`config.mk`:
```
export PLATFORM = sky130hd
export DESIGN_NAME = alkshseq
export DESIGN_NICKNAME = d
export VERILOG_FILES = /design/src/rtl/alkshseq.sv
export SDC_FILE = /design/constraint.sdc
export NUM_CORES = 1
export LEC_CHECK = 0
export CAP_MARGIN = 20
export CORE_MARGIN = 2
export CORE_UTILIZATION = 40
export DETAILED_ROUTE_END_ITERATION = 8
export PLACE_DENSITY = 0.69
export SLEW_MARGIN = 20
export SYNTH_ARGS = -nofsm -noshare
export SYNTH_HDL_FRONTEND = slang
export SYNTH_SLANG_ARGS = --single-unit
```
`constraint.sdc`:
```
create_clock -name clk_h -period 1.6 [get_ports clk_h]
set_input_delay 0.24 -clock clk_h [delete_from_list [all_inputs] [get_ports clk_h]]
set_output_delay 0.24 -clock clk_h [all_outputs]
set_load 0.01 [all_outputs]
```
`src/rtl/alkshseq.sv`:
```
// Multi-bit ALU shift sequencer: runs a latched command as one single-bit shift step per clock.
// Latency: first step 1 clock after start, done_h count+1 clocks after start. No backpressure: start_h is ignored while busy_h.
module alkshseq #(
  parameter int CNT_W = 5
) (
  input  logic             clk_h,
  input  logic             reset_l,
  input  logic             start_h,
  input  logic             dir_h,
  input  logic [1:0]       mode_h,
  input  logic [CNT_W-1:0] count_h,
  input  logic             abort_h,
  input  logic             alu_msb_h,
  input  logic             alu_sout_shl_h,
  input  logic             alu_sout_shr_h,
  output logic             alpctl_shl_op_h,
  output logic             alpctl_shr_op_h,
  output logic             alu_sin_h,
  output logic             busy_h,
  output logic             done_h,
  output logic             last_bit_h
);

  typedef enum logic [1:0] {
    S_IDLE  = 2'd0,
    S_SHIFT = 2'd1,
    S_DONE  = 2'd2
  } state_t;

  state_t           r_state;
  state_t           w_next;
  logic             r_dir;
  logic [1:0]       r_mode;
  logic [CNT_W-1:0] r_rem;
  logic             r_last_bit;
  logic             w_op;
  logic             w_sout;
  logic             w_sin;

  assign w_op   = (r_state == S_SHIFT);
  assign w_sout = r_dir ? alu_sout_shr_h : alu_sout_shl_h;

  always_comb begin
    w_next = r_state;
    case (r_state)
      S_IDLE: begin
        if (start_h) begin
          w_next = (count_h != '0) ? S_SHIFT : S_DONE;
        end
      end
      // Abort takes priority over the final step's transition to DONE.
      S_SHIFT: begin
        if (abort_h) begin
          w_next = S_IDLE;
        end else if (r_rem == CNT_W'(1)) begin
          w_next = S_DONE;
        end
      end
      S_DONE:  w_next = S_IDLE;
      default: w_next = S_IDLE;
    endcase
  end

  always_comb begin
    w_sin = 1'b0;
    if (w_op) begin
      case (r_mode)
        2'b00:   w_sin = 1'b0;
        2'b01:   w_sin = 1'b1;
        2'b10:   w_sin = w_sout;
        2'b11:   w_sin = r_dir & alu_msb_h;
        default: w_sin = 1'b0;
      endcase
    end
  end

  always_ff @(posedge clk_h or negedge reset_l) begin
    if (!reset_l) begin
      r_state <= S_IDLE;
    end else begin
      r_state <= w_next;
    end
  end

  // An aborted step is not counted: neither rem nor the carry bit moves on that edge.
  always_ff @(posedge clk_h or negedge reset_l) begin
    if (!reset_l) begin
      r_dir      <= 1'b0;
      r_mode     <= 2'b00;
      r_rem      <= '0;
      r_last_bit <= 1'b0;
    end else begin
      if (r_state == S_IDLE && start_h) begin
        r_dir  <= dir_h;
        r_mode <= mode_h;
        r_rem  <= count_h;
      end else if (w_op && !abort_h) begin
        r_rem      <= r_rem - CNT_W'(1);
        r_last_bit <= w_sout;
      end
    end
  end

  assign alpctl_shl_op_h = w_op & ~r_dir;
  assign alpctl_shr_op_h = w_op & r_dir;
  assign alu_sin_h       = w_sin;
  assign busy_h          = (r_state != S_IDLE);
  assign done_h          = (r_state == S_DONE);
  assign last_bit_h      = r_last_bit;

endmodule

```
# Yosys cells after proc, flatten, opt, wreduce, memory -nomap -nowiden
# Index checks and enable logic that the tools add are counted.
# word_totals
regBits,11
latchBits,0
ramBits,0
rom_bits,0
out_inout_bits,6
word_cells,39
mem_count,0
# classes
n_addsub,1
n_mul,0
div,0
n_lt_le_gt_ge,0
eq_ne,8
shift,0
mux,10
bitwise,5
reduce_logical,10
# ops
op,n
two-way mux 5 bit,2
two-way mux 2 bit,4
"equality test 2 bit, second input constant",3
"equality test 5 x 1 -> 1 bit, second input constant",1
nonzero test 5 bit,1
"subtractor 5 x 1 -> 5 bit, second input constant",1
"equality test 2 x 1 -> 1 bit, second input constant",2
zero test 2 bit,2
case mux 1 bit (4 select lines),1
case mux 2 bit (2 select lines),1
AND reduction 2 bit,2
nonzero test 2 bit,2
bitwise AND 1 bit,3
"!= test 3 x 2 -> 1 bit, second input constant",1
logical AND 1 bit,2
two-way mux 1 bit,2
"!= test 2 bit, second input constant",1
inverter 1 bit,2
zero test 1 bit,1

# Depth between registers and ports, before layout
# logic_depth
ltp_word,4
depth_mapped,5
ltp_nobuf,5

# Least setup slack after synthesis
# Ideal clock, no wire load.
# synth_path
path_kind,register -> register
start,register r_state[1]
end,register r_rem[2]
arrival_time_ns,1.345
slack_ns,0.129
path_stages_with_launch,5
n_path_buf,1
cell_sequence,dfrtp_1 > or3b_1 > buf_6 > mux2i_1 > a221o_1
# synth_via
elab_chain_len,3
elab_cells_between_ends,6
classes_between,eq/ne: 1; mux: 1; reduce/logical: 4
# synth_rtl
element,line,rtl
start: declaration,30,state_t r_state;
start signal: assignment,81,r_state <= w_next;
equality test 2 x 1 -> 1 bit or zero test 2 bit (tied branches),"40, 93",
logical AND 1 bit (on tied branches),"97, 93",
nonzero test 2 bit (no source line) or two-way mux 5 bit (tied branches),n/a,
end signal: assignment,96,r_rem <= count_h;
end signal: assignment,98,r_rem <= r_rem - CNT_W'(1);
end: declaration,34,logic [CNT_W-1:0] r_rem;
# Several ways; a longest one is shown, not always the timed one.
# A chain may end at the register's enable or synchronous reset.

# Worst setup path in the final report
# layout_path
start,register r_state[1]
end,output port alpctl_shl_op_h
# layout_via
elab_chain_len,2
# layout_rtl
element,line,rtl
equality test 2 x 1 -> 1 bit,40,assign w_op = (r_state == S_SHIFT);
bitwise AND 1 bit,104,assign alpctl_shl_op_h = w_op & ~r_dir;
end: declaration,16,"output logic alpctl_shl_op_h,"
# Every way passes these cells.

==> key figures <==
Worst setup path
  • Critical path data arrival time: between 1 and 1.5 ns
  • Type of origin of the critical path: flip-flop
  • Worst Setup End Kind: output pin
  • Slowest CP cell: dfrtp_1
  • R2R Setup Slk: around 0.10 ns
  • CP Cell Sequence: or2b_1, nor2_1, dlygate4sd2_1
  • Worst path max stage delay: ~0.37 ns
  • CP Buf/Inv Count: 1
  • Crit Path Max Fanout: 3
  • Crit Reg-Reg Endpoint: r_rem[2]
  • Reg2reg path depth: 5
  • CP required: about 1.4 ns
  • CP top delay family: flip-flops
  • Reg-to-Reg Start: r_state[1]
  • Setup CP Type: flip-flop to output pin

STA
  • Worst-margin pin slew: slightly below 0.5 ns
  • Fin crit period: 1.52 ns
  • Final Hold Fails: 0
  • Slew headroom: 0.672
  • Crit share post-route: 0.949
  • Slew Limit Fails: 0
  • Fmax achieved: between 600 and 700 MHz
  • Slack of the critical path: approximately 0.082 ns
  • RSZ-0062 raised after global routing: yes
  • Final setup viols: 0
  • Max Clock Skew: 0.00918 ns

Logic synthesis
  • Yosys top cell area share: 0.416
  • Synth top area cells: dfrtp_1 (42%), a221o_1 (6.0%), ha_1 (3.8%)
  • Main flop type after synthesis: dfrtp_1
  • Area of the mapped netlist: approximately 660 sq um
  • Seq/Total Area, Yosys: 0.416
  • Syn_nets: 82
  • Post-synth top area cell: dfrtp_1
  • Ys Warns: 0
  • Synth async-reset ratio: 1.00
  • Synth unique cells: 32
  • #FFs+latches synth: 11
  • Post-synthesis cell count: 65
  • Number of synthesized flops with an enable pin: 0
  • Syn Area/Cell: 10.2 sq um

Clock tree
  • CTS tree: yes
  • Clock Sinks: 11
  • Cts hold-fix bufs: 0
  • Clock transition at path regs: approximately 0.07 ns
  • Max H-tree Level: 1
  • PostCTS Resize Cnt: 10
  • Post-CTS Setup Inserts: 0
  • Root buffer cell: clkbuf_4
  • Clock latency on the worst-skew pair: around 0.27 ns
  • Max clock buf depth: 2
  • Clock buffer count from CTS: 3

GRT
  • Met3 GRT Util: 0.0245
  • Met2 Use GR: 0.238
  • Met1 usage: 0.226
  • Largest net degree at the start of global routing: 15
  • Total grt overflow: 0
  • GRT Total Usage: 0.159
  • Initial antenna violation count: 0
  • First-pass GRT wire length: around 2300 microns
  • Vias in the first global route: approximately 550
  • Top Usage Layer GRT: met2

Die
  • Die W: 44.7 microns
  • Die Y-Extent: approximately 45 microns
  • Core area: ~1500 sq um
  • Die Area: ~2000 sq um
  • Num ports: 21
  • Initial Utilization: 0.434
  • Row cnt: 14

Detailed routing
  • DRT antenna net count: 0
  • Initial DRC count: 13
  • Via density: 5.30
  • Total number of vias: approximately 590
  • Drt total wl: 1370 microns
  • DRC violations left: 0
  • TritonRoute pass-1 iters: 4
  • Wire per inst: around 12 microns

Power and ir drop
  • Pwr dens: around 1400 nW/um^2
  • P_leak: about 0.43 nW
  • Worst ir drop on vdd: between 0.0008 and 0.0009 V

Layout
  • FILL cells: ~130
  • Multi-input gate area: 358 sq um
  • Share of layout cells above drive strength 1: 0.198
  • Final nets: 114
  • Commonest cells after routing, fill and taps aside: clkdlybuf4s50_1 (15), dfrtp_1 (11), buf_4 (9), nor2_1 (6), nand2_1 (6)
  • Synth-to-layout area growth: 43.3%
  • Most common cell after layout, fill and taps aside: clkdlybuf4s50_1
  • FF/Latch Area: approximately 280 sq um
  • Diode count: 0
  • Final instance area: about 950 sq um

Place
  • Area post-placement: between 900 and 1000 sq um
  • # port buffers: 20
  • Pre-CTS setup slack: -0.357 ns
  • Detailed Place HPWL: roughly 1100 microns
  • Placer Congestion: between 0.8 and 0.9

Worst hold path
  • Worst min path class: primary input to async pin

Run
  • Max Cap Viol: 0

Status
  • Status: completed
[synth_stat cells (all sizes together) (2+ instances only)]
library cell / n
dfrtp: 11
nand3b: 2
nand2: 6
a221o: 4
ha: 2
nor2: 6
o21ai: 3
nor3b: 4
mux2: 2
mux2i: 2
inv: 4
buf: 2
[metal layers]
metal  wire, microns  up-vias
li1                -      304
met1             667      274
met2             616       16
met3              85        0
met4               0        0
met5               0        -
[power by group]
| group | total [mW] | switching, mW | internal [mW] |
|---|---|---|---|
| clock | 0.186 | 0.0899 | 0.0964 |
| sequential | 0.504 | 0.109 | 0.395 |
| combinational | 0.606 | 0.269 | 0.337 |
[area by class of cell]
cell class                 count  share of cell area
clock buffer                   4              0.0277
inverter                       4              0.0158
multi-input combinational     48               0.377
sequential                    11               0.290
tap                           16              0.0211
timing repair buffer          29               0.268
[how the worst max path moves through the flow]
stage | start | end | cells after the start
floorplan | r_state[1] | r_rem[2] | 4
global placement | alu_sout_shl_h | alu_sin_h | 5
detailed placement | alu_sout_shl_h | alu_sin_h | 5
CTS | r_state[1] | busy_h | 3
global route | r_mode[0] | alu_sin_h | 4
finish | r_state[1] | alpctl_shl_op_h | 3
[per-stage QoR]
| step | power (mW) | utilization | TNS, ns | hold WS [ns] | cells |
|---|---|---|---|---|---|
| 2_1_floorplan | 0.884 | - | 0 | -0.0556 | 65 |
| 6_report | 1.30 | 0.622 | 0 | 0.299 | 112 |
| 5_1_grt | 1.41 | 0.622 | -0.000825 | 0.353 | 112 |
| 4_1_cts | 1.32 | 0.626 | 0 | 0.319 | 112 |
| 3_5_place_dp | 1.15 | 0.612 | -0.528 | 0.482 | 108 |
| 3_3_place_gp | 1.14 | 0.612 | -0.463 | 0.469 | 108 |
[sequential cells by signal, indices dropped and copies added, names as in the netlist]
name	flops
r_rem	5
r_mode	2
r_state	2
last_bit_h	1
r_dir	1
[logic make-up after synthesis]
group / share of synthesized area
AND/OR/NAND/NOR: 0.284
AO/OA/AOI/OAI: 0.151
flip-flops: 0.416
buffers and inverters: 0.0472
multiplexers: 0.0643
adder cells (fa/ha/maj): 0.0378
(Power assumes the default switching activity.)
